$ cat src/rtl/hem_ctx_pkg.sv
// Shared types and defaults for the HEM context path.
//   ctx_state_t : context-buffer mode (FILL = no stored frame yet, STREAM = context from memory)
//   DEF_WIDTH   : feature element width, identical to the concat stage
//   DEF_DEPTH   : feature elements per frame
//   ctx_pair_t  : feature/context pair in concat bit order (feature in the MSBs)
package hem_ctx_pkg;

  localparam int DEF_WIDTH = 8;
  localparam int DEF_DEPTH = 16;

  typedef enum logic {
    FILL   = 1'b0,
    STREAM = 1'b1
  } ctx_state_t;

  // "context" is a reserved word, so the context half is named ctx.
  typedef struct packed {
    logic [DEF_WIDTH-1:0] feature;
    logic [DEF_WIDTH-1:0] ctx;
  } ctx_pair_t;

  function automatic ctx_pair_t make_pair(input logic [DEF_WIDTH-1:0] feature,
                                          input logic [DEF_WIDTH-1:0] ctx);
    ctx_pair_t p;
    p.feature = feature;
    p.ctx     = ctx;
    return p;
  endfunction

endpackage

$ cat src/rtl/temporal_context_buffer_if.sv
// Feature-in / pair-out handshake bundle of the temporal context buffer.
//   in_valid/in_ready/in_feature/in_last        : current-frame feature beats
//   out_valid/out_ready/out_feature/out_context : aligned pair towards concat
//   out_last/ctx_valid                          : pair sideband
// slave = the buffer itself, master = the feeder/consumer environment.
interface temporal_context_buffer_if #(
  parameter int WIDTH = hem_ctx_pkg::DEF_WIDTH
);
  logic             in_valid;
  logic             in_ready;
  logic [WIDTH-1:0] in_feature;
  logic             in_last;
  logic             out_valid;
  logic             out_ready;
  logic [WIDTH-1:0] out_feature;
  logic [WIDTH-1:0] out_context;
  logic             out_last;
  logic             ctx_valid;

  modport slave (
    input  in_valid, in_feature, in_last, out_ready,
    output in_ready, out_valid, out_feature, out_context, out_last, ctx_valid
  );

  modport master (
    output in_valid, in_feature, in_last, out_ready,
    input  in_ready, out_valid, out_feature, out_context, out_last, ctx_valid
  );
endinterface

$ cat src/rtl/ctx_frame_ram.sv
// Frame memory holding one frame of features.
//   clk   : write clock
//   we    : write enable
//   addr  : shared read/write address
//   wdata : write data
//   rdata : asynchronous read data (returns the pre-write value in the write cycle)
// Storage is not reset; contents after reset are don't-care.
module ctx_frame_ram #(
  parameter int WIDTH = 8,
  parameter int DEPTH = 16,
  parameter int AW    = 4
) (
  input  logic             clk,
  input  logic             we,
  input  logic [AW-1:0]    addr,
  input  logic [WIDTH-1:0] wdata,
  output logic [WIDTH-1:0] rdata
);
  logic [WIDTH-1:0] mem_q [DEPTH];

  always_ff @(posedge clk) begin
    if (we) mem_q[addr] <= wdata;
  end

  assign rdata = mem_q[addr];
endmodule

$ cat src/rtl/temporal_context_buffer.sv
// Temporal context buffer: pairs each current-frame feature with the
// co-located feature of the previous frame, writing the current feature
// back in place so that frame N becomes the context of frame N+1.
//   clk, rst    : clock, asynchronous active-high reset
//   ctx_clear   : discard stored context at the next edge (blocks input that cycle)
//   bus         : feature-in / pair-out handshake (slave modport)
//   frame_cnt   : frames completed since reset or clear (wraps)
//   len_err     : sticky frame-length error
//
// state  | meaning
// FILL   | first frame after reset/clear, context is zero-filled
// STREAM | context read from the frame memory
module temporal_context_buffer
  import hem_ctx_pkg::*;
#(
  parameter int WIDTH = DEF_WIDTH,
  parameter int DEPTH = DEF_DEPTH,
  parameter int FCW   = 8
) (
  input  logic                        clk,
  input  logic                        rst,
  input  logic                        ctx_clear,
  temporal_context_buffer_if.slave    bus,
  output logic [FCW-1:0]              frame_cnt,
  output logic                        len_err
);
  localparam int AW = (DEPTH > 1) ? $clog2(DEPTH) : 1;
  localparam logic [AW-1:0] LAST_ADDR = AW'(DEPTH - 1);

  ctx_state_t       state_q, state_d;
  logic [AW-1:0]    addr_q, addr_d;
  logic [FCW-1:0]   frame_cnt_q, frame_cnt_d;
  logic             len_err_q, len_err_d;
  logic             out_valid_q, out_valid_d;
  logic [WIDTH-1:0] out_feature_q, out_feature_d;
  logic [WIDTH-1:0] out_context_q, out_context_d;
  logic             out_last_q, out_last_d;
  logic             ctx_valid_q, ctx_valid_d;

  logic             in_ready;
  logic             accept;
  logic             at_last;
  logic             frame_end;
  logic [WIDTH-1:0] ram_rdata;

  ctx_frame_ram #(
    .WIDTH (WIDTH),
    .DEPTH (DEPTH),
    .AW    (AW)
  ) u_ram (
    .clk   (clk),
    .we    (accept),
    .addr  (addr_q),
    .wdata (bus.in_feature),
    .rdata (ram_rdata)
  );

  always_comb begin
    in_ready  = !ctx_clear && (!out_valid_q || bus.out_ready);
    accept    = bus.in_valid && in_ready;
    at_last   = (addr_q == LAST_ADDR);
    frame_end = accept && (bus.in_last || at_last);
  end

  // Next-state: FSM, address/frame counters, length check, output register.
  always_comb begin
    state_d       = state_q;
    addr_d        = addr_q;
    frame_cnt_d   = frame_cnt_q;
    len_err_d     = len_err_q;
    out_valid_d   = out_valid_q;
    out_feature_d = out_feature_q;
    out_context_d = out_context_q;
    out_last_d    = out_last_q;
    ctx_valid_d   = ctx_valid_q;

    // ctx_clear forces in_ready low, so it never coincides with an accept.
    if (ctx_clear) begin
      state_d     = FILL;
      addr_d      = '0;
      frame_cnt_d = '0;
    end else if (accept) begin
      if (frame_end) begin
        addr_d      = '0;
        frame_cnt_d = frame_cnt_q + FCW'(1);
        state_d     = STREAM;
      end else begin
        addr_d = addr_q + AW'(1);
      end
    end

    // A frame closed short (last before the final slot) or overrun (no last
    // at the final slot) is flagged but still closed normally.
    if (accept && (bus.in_last != at_last)) len_err_d = 1'b1;

    // The output register continues its handshake even during ctx_clear so a
    // pending pair can drain.
    if (accept) begin
      out_valid_d   = 1'b1;
      out_feature_d = bus.in_feature;
      out_last_d    = bus.in_last;
      ctx_valid_d   = (state_q == STREAM);
      out_context_d = (state_q == STREAM) ? ram_rdata : '0;
    end else if (out_valid_q && bus.out_ready) begin
      out_valid_d = 1'b0;
    end
  end

  always_ff @(posedge clk or posedge rst) begin
    if (rst) begin
      state_q       <= FILL;
      addr_q        <= '0;
      frame_cnt_q   <= '0;
      len_err_q     <= 1'b0;
      out_valid_q   <= 1'b0;
      out_feature_q <= '0;
      out_context_q <= '0;
      out_last_q    <= 1'b0;
      ctx_valid_q   <= 1'b0;
    end else begin
      state_q       <= state_d;
      addr_q        <= addr_d;
      frame_cnt_q   <= frame_cnt_d;
      len_err_q     <= len_err_d;
      out_valid_q   <= out_valid_d;
      out_feature_q <= out_feature_d;
      out_context_q <= out_context_d;
      out_last_q    <= out_last_d;
      ctx_valid_q   <= ctx_valid_d;
    end
  end

  assign bus.in_ready    = in_ready;
  assign bus.out_valid   = out_valid_q;
  assign bus.out_feature = out_feature_q;
  assign bus.out_context = out_context_q;
  assign bus.out_last    = out_last_q;
  assign bus.ctx_valid   = ctx_valid_q;
  assign frame_cnt       = frame_cnt_q;
  assign len_err         = len_err_q;
endmodule

$ cat src/flat_wrapper.sv
// flat-port wrapper written by rule: the top's interface ports become plain ports
module temporal_context_buffer_flat import hem_ctx_pkg::*;
#(
  parameter int WIDTH = DEF_WIDTH,
  parameter int DEPTH = DEF_DEPTH,
  parameter int FCW   = 8
)
  (clk, rst, ctx_clear, frame_cnt, len_err, bus_in_valid, bus_in_feature, bus_in_last, bus_out_ready, bus_in_ready, bus_out_valid, bus_out_feature, bus_out_context, bus_out_last, bus_ctx_valid);
  temporal_context_buffer_if #(.WIDTH(WIDTH)) bus_i ();
  input  logic clk;
  input  logic rst;
  input  logic ctx_clear;
  output logic [FCW-1:0] frame_cnt;
  output logic len_err;
  input wire logic [$bits(bus_i.in_valid)-1:0] bus_in_valid;
  input wire logic [$bits(bus_i.in_feature)-1:0] bus_in_feature;
  input wire logic [$bits(bus_i.in_last)-1:0] bus_in_last;
  input wire logic [$bits(bus_i.out_ready)-1:0] bus_out_ready;
  output wire logic [$bits(bus_i.in_ready)-1:0] bus_in_ready;
  output wire logic [$bits(bus_i.out_valid)-1:0] bus_out_valid;
  output wire logic [$bits(bus_i.out_feature)-1:0] bus_out_feature;
  output wire logic [$bits(bus_i.out_context)-1:0] bus_out_context;
  output wire logic [$bits(bus_i.out_last)-1:0] bus_out_last;
  output wire logic [$bits(bus_i.ctx_valid)-1:0] bus_ctx_valid;
  assign bus_i.in_valid = bus_in_valid;
  assign bus_i.in_feature = bus_in_feature;
  assign bus_i.in_last = bus_in_last;
  assign bus_i.out_ready = bus_out_ready;
  assign bus_in_ready = bus_i.in_ready;
  assign bus_out_valid = bus_i.out_valid;
  assign bus_out_feature = bus_i.out_feature;
  assign bus_out_context = bus_i.out_context;
  assign bus_out_last = bus_i.out_last;
  assign bus_ctx_valid = bus_i.ctx_valid;
  temporal_context_buffer #(.WIDTH(WIDTH), .DEPTH(DEPTH), .FCW(FCW)) u_core (.clk(clk), .rst(rst), .ctx_clear(ctx_clear), .bus(bus_i), .frame_cnt(frame_cnt), .len_err(len_err));
endmodule
$ cat config.mk
export PLATFORM = sky130hd
export DESIGN_NAME = temporal_context_buffer_flat
export DESIGN_NICKNAME = d
export VERILOG_FILES = /design/src/rtl/hem_ctx_pkg.sv /design/src/rtl/temporal_context_buffer_if.sv /design/src/rtl/ctx_frame_ram.sv /design/src/rtl/temporal_context_buffer.sv /design/src/flat_wrapper.sv
export SDC_FILE = /design/constraint.sdc
export NUM_CORES = 1
export LEC_CHECK = 0
export CAP_MARGIN = 20
export CORE_MARGIN = 2
export CORE_UTILIZATION = 30
export DETAILED_ROUTE_END_ITERATION = 12
export HOLD_SLACK_MARGIN = 0.05
export MAX_ROUTING_LAYER = met4
export PLACE_DENSITY = 0.44
export SYNTH_ARGS = -nofsm -noshare
export SYNTH_HDL_FRONTEND = slang
export SYNTH_SLANG_ARGS = --single-unit
$ cat constraint.sdc
create_clock -name clk -period 4.79 [get_ports clk]
set_input_delay 0.958 -clock clk [delete_from_list [all_inputs] [get_ports clk]]
set_output_delay 0.958 -clock clk [all_outputs]
set_load 0.05 [all_outputs]
==> results.cfg, run 1 <==
[status]
outcome = complete, no violations

[worst_setup_path]
worstSetupEndpointType = output pin
worstPathRequired_ps = 3830
cp-startpoint = ctx_clear
endpoint = bus_in_ready
worstPathMaxFanout = 17
r2r_setup_slack_ps = 1710
slowest_stage = clkdlybuf4s50_1
cpMostUsedCell = clkdlybuf4s50_1
crit_cells = 3
start_kind = primary input
max_stage_delay_ps = 820
critPathBufInv = 2
crit_chain = clkdlybuf4s50_1 > nor2_1 > clkdlybuf4s50_1
criticalPathCategory = primary input to output pin
worstPathArrival_ps = 2710
reg2reg_depth = 7
reg2reg_to = u_core.frame_cnt[7]$_DFFE_PP0P_
worst_r2r_startpoint = u_core.addr_q[0]$_DFFE_PP0P_
cp_top_family = buffers and inverters

[sta]
hold_violations = 0
min_period_over_period_pct = 76.5
period_minus_slack_ps = 3660
slew_violations = 0
fmax_mhz = 273
relSlewSlack_pct = 41.7
tightest_slew_ps = 871
fin_worst_skew_ps = 18.2
rsz0062_at_grt = false
setup_viol = 0
tns_ps = 0

[final_layout]
fill_cells = 1944
final_cell_mix = 128 x edfxtp_1, 42 x clkdlybuf4s50_1, 36 x nand2_1
final_common_cell = edfxtp_1
multi_input_area_mm2 = 0.00163
fin_area_mm2 = 0.00773
area_delta_synth_final_pct = 20.6
drive_above_1_share_pct = 17.3
ff_latch_area_mm2 = 0.00467
nNetsFinal = 436
antennaDiodeCount = 0

[routing]
wirelength_um = 14300
wl_per_cell_um = 20.4
drc = 0
antenna_left = 0
dr.first_iter.drc_count = 233
vias_per_cell = 4.74
vias = 3331
firstDrtPassIters = 4

[synthesis]
synth_nets = 385
ys_ff_latch = 161
synthCells = 365
synthesis.area_mm2 = 0.00641
seq_area_frac_synth_pct = 72.9
syn_avg_cell_area_um2 = 17.6
ys_warn_count = 0
synth.distinct_cells = 30

[cts]
cts_sinks = 161
cts_resized = 0
cts.path.max_buffers = 2
htree_levels = 4
insertion_delay_ps = 430
cts_buffers = 17
cts_tree = done
clkSlewWorstSetupHoldPaths_ps = 60
root_buffer = clkbuf_16
hold_buffers = 0
cts_setup_buffers = 0

[global_route]
antenna_found_initial = 0
grt_max_degree = 43
top_usage_layer = met2
grt_overflow_total = 0
gr-usage-met1_pct = 20.0
use_met2_pct = 20.4
use_met3_pct = 3.79
gr-usage-all-layers_pct = 14.2
grt_pass1_wl_um = 22400
grt_pass1_vias = 3542

[place]
port_buffers = 42
placed_area_mm2 = 0.00716
dp_hpwl_um = 9210
gp_congestion = 0.730

[floorplan]
fp.dieArea_mm2 = 0.0225
initial_utilization_pct = 30.5
fp.dieW_um = 150
die_h_um = 150
ios = 43
coreArea_mm2 = 0.0210
rows = 53

[power]
leakage_nw = 2.67
power_density_mw_per_mm2 = 400
worst_ir_drop_vdd_v = 0.000207

[worst_hold_path]
hold_class = flip-flop to flip-flop

[flow_run]
cap_violations = 0
## power breakdown
| group | switching, mW | internal, mW | total [mW] | leakage (nW) |
|---|---|---|---|---|
| clock network | 0.550 | 0.764 | 1.31 | 0.270 |
| logic | 0.151 | 0.0726 | 0.224 | 0.814 |
| registers | 0.0173 | 1.54 | 1.56 | 1.59 |
| total | 0.718 | 2.37 | 3.09 | 2.67 |
## per-stage QoR
step / cells / setup slack (ps) / power [mW] / hold WS [ps] / utilization (%)
2_1_floorplan: 365 / 1860 / 1.71 / 481 / -
5_1_grt: 703 / 1040 / 3.20 / 494 / 36.8
3_3_place_gp: 672 / 1120 / 1.81 / 464 / 34.1
6_report: 703 / 1130 / 3.09 / 477 / 36.8
4_1_cts: 703 / 1110 / 3.12 / 482 / 36.8
3_5_place_dp: 672 / 1110 / 1.81 / 468 / 34.1
## tightest hold or removal path: stages (launching register included)
cell,delay (ps)
dfrtp_1,340
nand2_1,50
nand2_1,50
## worst min-delay path by stage
stage	from	endpoint	slack, ps	depth (start not counted)
finish	u_core.bus.out_feature[4]$_DFFE_PP0P_	u_core.bus.out_feature[4]$_DFFE_PP0P_	480	2
global route	u_core.len_err$_DFFE_PP0P_	u_core.len_err$_DFFE_PP0P_	490	1
CTS	u_core.bus.out_feature[0]$_DFFE_PP0P_	u_core.bus.out_feature[0]$_DFFE_PP0P_	480	2
detailed placement	u_core.bus.out_feature[0]$_DFFE_PP0P_	u_core.bus.out_feature[0]$_DFFE_PP0P_	470	2
global placement	u_core.bus.ctx_valid$_DFFE_PP0P_	u_core.bus.ctx_valid$_DFFE_PP0P_	460	1
floorplan	u_core.state_q$_DFFE_PP0P_	u_core.state_q$_DFFE_PP0P_	480	2
## cells by family (layout without fill, tap and decap cells)
logic type | Yosys count | in the layout | share of synthesized area [%]
adders and majority gates | 6 | 6 | 1.17
buffers and inverters | 28 | 91 | 1.74
muxes | 56 | 56 | 15.0
AOI/OAI and AO/OA | 30 | 30 | 3.07
and+or+nand+nor | 82 | 82 | 5.88
DFF | 161 | 161 | 72.9
xor gates and xnor gates | 2 | 2 | 0.273
## state kept, by name, indices dropped and copies added, names as in the netlist
signal and cells:
u_core.bus.out_last 1, u_core.bus.out_feature 8, u_core.frame_cnt 8, u_core.bus.out_context 8, u_core.addr_q 4, u_core.bus.ctx_valid 1
u_core.bus.out_valid 1, u_core.u_ram.mem_q 128, u_core.state_q 1, u_core.len_err 1
## per-layer routing
| metal | share of wire [%] | vias to the layer above |
|---|---|---|
| li1 | - | 1525 |
| met1 | 49 | 1747 |
| met2 | 47 | 54 |
| met3 | 3.3 | 5 |
| met4 | 0.65 | 0 |
| met5 | 0 | - |
## cell type report
class,count,area share (%)
flip-flops and latches,161,60.4
multi-input cells,176,21.0
repair buffers,51,6.31
clock buffers,18,5.55
well taps,275,4.45
clock inverters,13,1.78
inverters,9,0.437
## synthesized netlist by cell type (all sizes together)
cell / count / area (um^2)
nor4: 1 / 6.26
dfrtp: 33 / 826
nand2: 36 / 135
edfxtp: 128 / 3840
nand3: 5 / 25.0
nor3: 5 / 25.0
buf: 6 / 28.8
or3: 3 / 18.8
nor2b: 1 / 6.26
or4: 6 / 45.0
inv: 9 / 33.8
ha: 6 / 75.1
nor2: 17 / 63.8
o31ai: 3 / 22.5
xnor2: 1 / 8.76
a21o: 2 / 15.0
mux2i: 24 / 240
mux4: 32 / 721
xor2: 1 / 8.76
nand2b: 4 / 25.0
o21ai: 5 / 25.0
a31o: 1 / 8.76
clkbuf: 13 / 48.8
and2: 1 / 6.26
nand4: 2 / 12.5
a22o: 8 / 70.1
nand3b: 1 / 7.51
a21oi: 11 / 55.1
(Power assumes the default switching activity.)
==> run 2: changes to the inputs <==
--- a/config.mk
+++ b/config.mk
@@ -11,7 +11,7 @@
 export DETAILED_ROUTE_END_ITERATION = 12
 export HOLD_SLACK_MARGIN = 0.05
 export MAX_ROUTING_LAYER = met4
-export PLACE_DENSITY = 0.44
+export PLACE_DENSITY = 0.46
 export SYNTH_ARGS = -nofsm -noshare
 export SYNTH_HDL_FRONTEND = slang
 export SYNTH_SLANG_ARGS = --single-unit
==> constraint.sdc (replaced) <==
create_clock -name clk -period 3.3 [get_ports clk]
set_input_delay 0.66 -clock clk [delete_from_list [all_inputs] [get_ports clk]]
set_output_delay 0.66 -clock clk [all_outputs]
set_load 0.05 [all_outputs]
==> run 2 against run 1 <==
Register-to-register slack got worse by 1000 ps. Sequential cell count unchanged. Hold slack better by 1.9 ps. Largest cell class unchanged. Final cell count grew 2.3%.
==> results.cfg, run 2 (synthesized netlist as in run 1, its figures left out) <==
[final_layout]
area_delta_synth_final_pct = 23.3
drive_above_1_share_pct = 20.3
ff_latch_area_mm2 = 0.00467
nNetsFinal = 451
final_common_cell = edfxtp_1
largest_reg_flops = 128
antennaDiodeCount = 0
largest_register = u_core.u_ram.mem_q
fill_cells = 1906
final_cell_mix = 128 x edfxtp_1, 41 x clkdlybuf4s50_1, 36 x nand2_1
multi_input_area_mm2 = 0.00163
final_cells = 719

[worst_hold_path]
holdPathEnd = u_core.bus.out_feature[3]$_DFFE_PP0P_
hold_start = u_core.bus.out_feature[3]$_DFFE_PP0P_
hold_path_depth = 2
hold_class = flip-flop to flip-flop

[worst_setup_path]
worstPathMaxFanout = 8
reg2reg_to = u_core.frame_cnt[7]$_DFFE_PP0P_
reg2reg_depth = 7
start_kind = flip-flop
worstPathArrival_ps = 2980
r2r_setup_slack_ps = 670
criticalPathCategory = flip-flop to flip-flop
worst_r2r_startpoint = u_core.addr_q[1]$_DFFE_PP0P_
worstPathRequired_ps = 3650
worstSetupEndpointType = flip-flop

[cts]
root_buffer = clkbuf_16
clkSlewWorstSetupHoldPaths_ps = 70
cts_sinks = 161
cts_buffers = 17
insertion_delay_ps = 430
hold_buffers = 0
cts_tree = done
cts_setup_buffers = 0
cts_resized = 0
cts.path.max_buffers = 2
htree_levels = 4

[place]
dp_hpwl_um = 8810
dp_cells = 687
port_buffers = 42
gp_congestion = 0.748

[sta]
hold_violations = 0
setup_viol = 0
relSlewSlack_pct = 52.4
tns_ps = 0
fmax_mhz = 381
min_period_over_period_pct = 79.6
slew_violations = 0
tightest_slew_ps = 711
fin_worst_skew_ps = 8.98
rsz0062_at_grt = false
period_minus_slack_ps = 2630

[floorplan]
fp.dieArea_mm2 = 0.0225
fp.dieW_um = 150
rows = 53
initial_utilization_pct = 30.5
coreArea_mm2 = 0.0210
ios = 43
die_h_um = 150

[routing]
wl_per_cell_um = 19.0
drc = 0
antenna_left = 0
vias = 3388
vias_per_cell = 4.71
dr.first_iter.drc_count = 225
wirelength_um = 13600
firstDrtPassIters = 4

[power]
fin_total_pwr_mw = 4.64
power_density_mw_per_mm2 = 587
leakage_nw = 2.78
worst_ir_drop_vdd_v = 0.000241

[global_route]
grt_overflow_total = 0
antenna_found_initial = 0
gr-usage-all-layers_pct = 13.6
grt_max_degree = 42
grt_pass1_vias = 3563
grt_pass1_wl_um = 21400

[status]
outcome = complete, no violations

[flow_run]
cap_violations = 0
[run 2: critical path, stage by stage, from the launching register on]
cell,delay [ps]
dfrtp_1,440
ha_1,280
nand3_1,120
ha_1,300
nand3b_1,180
or4_1,520
or4_1,550
a21oi_1,160
[run 2: routing by layer]
| metal | wire length, um | vias to the layer above | track usage (%) |
|---|---|---|---|
| met3 | 577 | 11 | 3.36 |
| met2 | 6680 | 70 | 21.5 |
| met1 | 6220 | 1751 | 17.3 |
| met5 | 0 | - | - |
| li1 | - | 1556 | - |
| met4 | 159 | 0 | 4.10 |
[run 2: per-stage QoR]
stage / area [um^2] / hold slack [ps] / worst slack, ps / utilization (%)
final: 7900 / 478 / 673 / 37.6
after global routing: 7900 / 504 / 526 / 37.6
after CTS: 7900 / 489 / 664 / 37.6
after detailed placement: 7290 / 464 / 350 / 34.7
after global placement: 7290 / 456 / 423 / 34.7
after floorplan: 6410 / 481 / 504 / -
[run 2: worst max path at each step]
stage                                 start                               to  slack (ps)  cells past startpoint
6_report       u_core.addr_q[1]$_DFFE_PP0P_  u_core.frame_cnt[7]$_DFFE_PP0P_         670                      7
5_1_grt        u_core.addr_q[1]$_DFFE_PP0P_  u_core.frame_cnt[7]$_DFFE_PP0P_         530                      7
4_1_cts        u_core.addr_q[1]$_DFFE_PP0P_  u_core.frame_cnt[7]$_DFFE_PP0P_         660                      7
3_5_place_dp                    bus_in_last  u_core.frame_cnt[7]$_DFFE_PP0P_         350                      7
3_3_place_gp                    bus_in_last  u_core.frame_cnt[7]$_DFFE_PP0P_         420                      7
2_1_floorplan  u_core.addr_q[2]$_DFFE_PP0P_  u_core.frame_cnt[7]$_DFFE_PP0P_         500                     10
[run 2: report_power, final]
part / internal [mW] / total (mW) / leakage, nW / switching, mW
combinational: 0.108 / 0.330 / 0.898 / 0.222
sequential: 2.23 / 2.26 / 1.59 / 0.0219
clock: 1.26 / 2.05 / 0.292 / 0.789
total: 3.60 / 4.64 / 2.78 / 1.03
[run 2: final cells by class]
cell class	instances	share of cell area (%)
inverters	9	0.427
flip-flops and latches	161	59.1
clock inverters	14	2.37
repair buffers	66	7.73
clock buffers	18	5.43
well taps	275	4.35
multi-input cells	176	20.6
==> run 3: changes to the inputs <==
--- a/config.mk
+++ b/config.mk
@@ -11,7 +11,7 @@
 export DETAILED_ROUTE_END_ITERATION = 12
 export HOLD_SLACK_MARGIN = 0.05
 export MAX_ROUTING_LAYER = met4
-export PLACE_DENSITY = 0.46
+export PLACE_DENSITY = 0.44
 export SYNTH_ARGS = -nofsm -noshare
 export SYNTH_HDL_FRONTEND = slang
 export SYNTH_SLANG_ARGS = --single-unit
==> constraint.sdc (replaced) <==
create_clock -name clk -period 2.6 [get_ports clk]
set_input_delay 0.52 -clock clk [delete_from_list [all_inputs] [get_ports clk]]
set_output_delay 0.52 -clock clk [all_outputs]
set_load 0.05 [all_outputs]
==> run 3 against run 2 <==
Sequential power is 27% higher. Maximum frequency is 9.7% higher. Routed wire length is 0.71% higher. Largest power group unchanged. Utilization is 0.32 points higher. Sequential share of layout area is 0.49 points lower. First-iteration DRC count is 22% lower. Combinational power is 30% higher. Clock power is 20% higher. Setup slack worse by 470 ps. Highest routed layer unchanged. Final area is 0.84% higher. Non-clock buffer count is 10 higher. Final cell count is 1.4% higher.
==> results.cfg, run 3 (synthesized netlist as in run 1, its figures left out) <==
[cts]
cts_tree = done
root_buffer = clkbuf_16
cts.path.max_buffers = 2
clkSlewWorstSetupHoldPaths_ps = 60
cts_buffers = 17
htree_levels = 4
cts_sinks = 161
hold_buffers = 0
insertion_delay_ps = 430

[global_route]
grt_pass1_wl_um = 21400
antenna_found_initial = 0
grt_overflow_total = 0
grt_pass1_vias = 3580
gr-usage-all-layers_pct = 13.6
grt_max_degree = 43

[final_layout]
antennaDiodeCount = 0
final_cell_mix = 128 x edfxtp_1, 41 x clkdlybuf4s50_1, 36 x nand2_1
final_cells = 729
nNetsFinal = 461
utilization_pct = 37.9
area_delta_synth_final_pct = 24.4
largest_reg_flops = 128
drive_above_1_share_pct = 22.0
final_common_cell = edfxtp_1
largest_register = u_core.u_ram.mem_q

[routing]
antenna_left = 0
wl_per_cell_um = 18.8
vias_per_cell = 4.67
drc = 0
wirelength_um = 13700
vias = 3405
dr.first_iter.drc_count = 176
firstDrtPassIters = 5

[sta]
relSlewSlack_pct = 52.6
min_period_over_period_pct = 92.1
tightest_slew_ps = 708
setup_viol = 0
rsz0062_at_grt = false
slew_violations = 0
tns_ps = 0
fin_worst_skew_ps = 14.3
period_minus_slack_ps = 2390
fmax_mhz = 418
hold_violations = 0
hold_slack_ps = 454

[status]
outcome = complete, no violations

[power]
power_density_mw_per_mm2 = 720
worst_ir_drop_vdd_v = 0.000316
leakage_nw = 2.82

[floorplan]
fp.dieW_um = 150
rows = 53
die_h_um = 150
ios = 43
initial_utilization_pct = 30.5
coreArea_mm2 = 0.0210
fp.dieArea_mm2 = 0.0225

[worst_setup_path]
worst_r2r_startpoint = u_core.addr_q[1]$_DFFE_PP0P_
worstSetupEndpointType = flip-flop
reg2reg_to = u_core.frame_cnt[7]$_DFFE_PP0P_
worstPathRequired_ps = 2960
worstPathArrival_ps = 2750
reg2reg_depth = 7
start_kind = flip-flop
worstPathMaxFanout = 5
r2r_setup_slack_ps = 210
criticalPathCategory = flip-flop to flip-flop

[place]
dp_cells = 697
port_buffers = 42
gp_congestion = 0.740
dp_hpwl_um = 8900

[worst_hold_path]
hold_class = flip-flop to flip-flop
hold_path_depth = 1
holdPathEnd = u_core.len_err$_DFFE_PP0P_
hold_start = u_core.len_err$_DFFE_PP0P_

[flow_run]
cap_violations = 0
[run 3: metal layers]
| metal | global-route usage (%) | part of all wire, % | vias up |
|---|---|---|---|
| met3 | 3.03 | 2.9 | 14 |
| met1 | 17.3 | 46 | 1765 |
| met5 | - | 0 | - |
| met4 | 4.67 | 1.3 | 0 |
| li1 | - | - | 1568 |
| met2 | 21.6 | 49 | 58 |
[run 3: how the worst max path moves through the flow]
stage	startpoint	to	slack [ps]	depth (start not counted)
2_1_floorplan	u_core.addr_q[2]$_DFFE_PP0P_	u_core.frame_cnt[7]$_DFFE_PP0P_	10	10
3_3_place_gp	bus_in_last	u_core.frame_cnt[7]$_DFFE_PP0P_	40	7
3_5_place_dp	bus_in_last	u_core.frame_cnt[7]$_DFFE_PP0P_	0.1	7
4_1_cts	u_core.addr_q[1]$_DFFE_PP0P_	u_core.frame_cnt[7]$_DFFE_PP0P_	150	7
5_1_grt	u_core.addr_q[1]$_DFFE_PP0P_	u_core.frame_cnt[7]$_DFFE_PP0P_	40	7
6_report	u_core.addr_q[1]$_DFFE_PP0P_	u_core.frame_cnt[7]$_DFFE_PP0P_	210	7
[run 3: area by class of cell]
type | count | area (um^2)
Clock buffer | 26 | 554
Fill cell | 1943 | 13100
Tap cell | 275 | 344
Clock inverter | 6 | 38.8
Inverter | 9 | 33.8
Sequential cell | 161 | 4670
Multi-Input combinational cell | 176 | 1630
Timing Repair Buffer | 76 | 698
[run 3: through the flow]
stage | setup slack [ps] | total power, mW | area (um^2)
6_report | 205 | 5.74 | 7970
4_1_cts | 145 | 5.80 | 7970
2_1_floorplan | 14.2 | 3.16 | 6410
3_3_place_gp | 42.5 | 3.35 | 7370
5_1_grt | 42.2 | 5.94 | 7970
3_5_place_dp | 0.143 | 3.35 | 7370
[run 3: critical path, stage by stage (launching register included)]
cell      delay [ps]
dfrtp_1          440
ha_2             270
nand3_1          110
ha_1             210
nand3b_1         150
or4_1            470
or4_1            520
a21oi_1          150
[run 3: repair_timing]
| item | in CTS | in global routing |
|---|---|---|
| buffers inserted | 0 | 0 |
| resized for setup | 0 | 1 |
| setup endpoints to repair | 0 | 1 |
[run 3: power by group]
part           internal [mW]  switching (mW)  leakage, nW
Clock                   1.47           0.976        0.287
Combinational          0.145           0.284        0.948
Sequential              2.83          0.0268         1.59
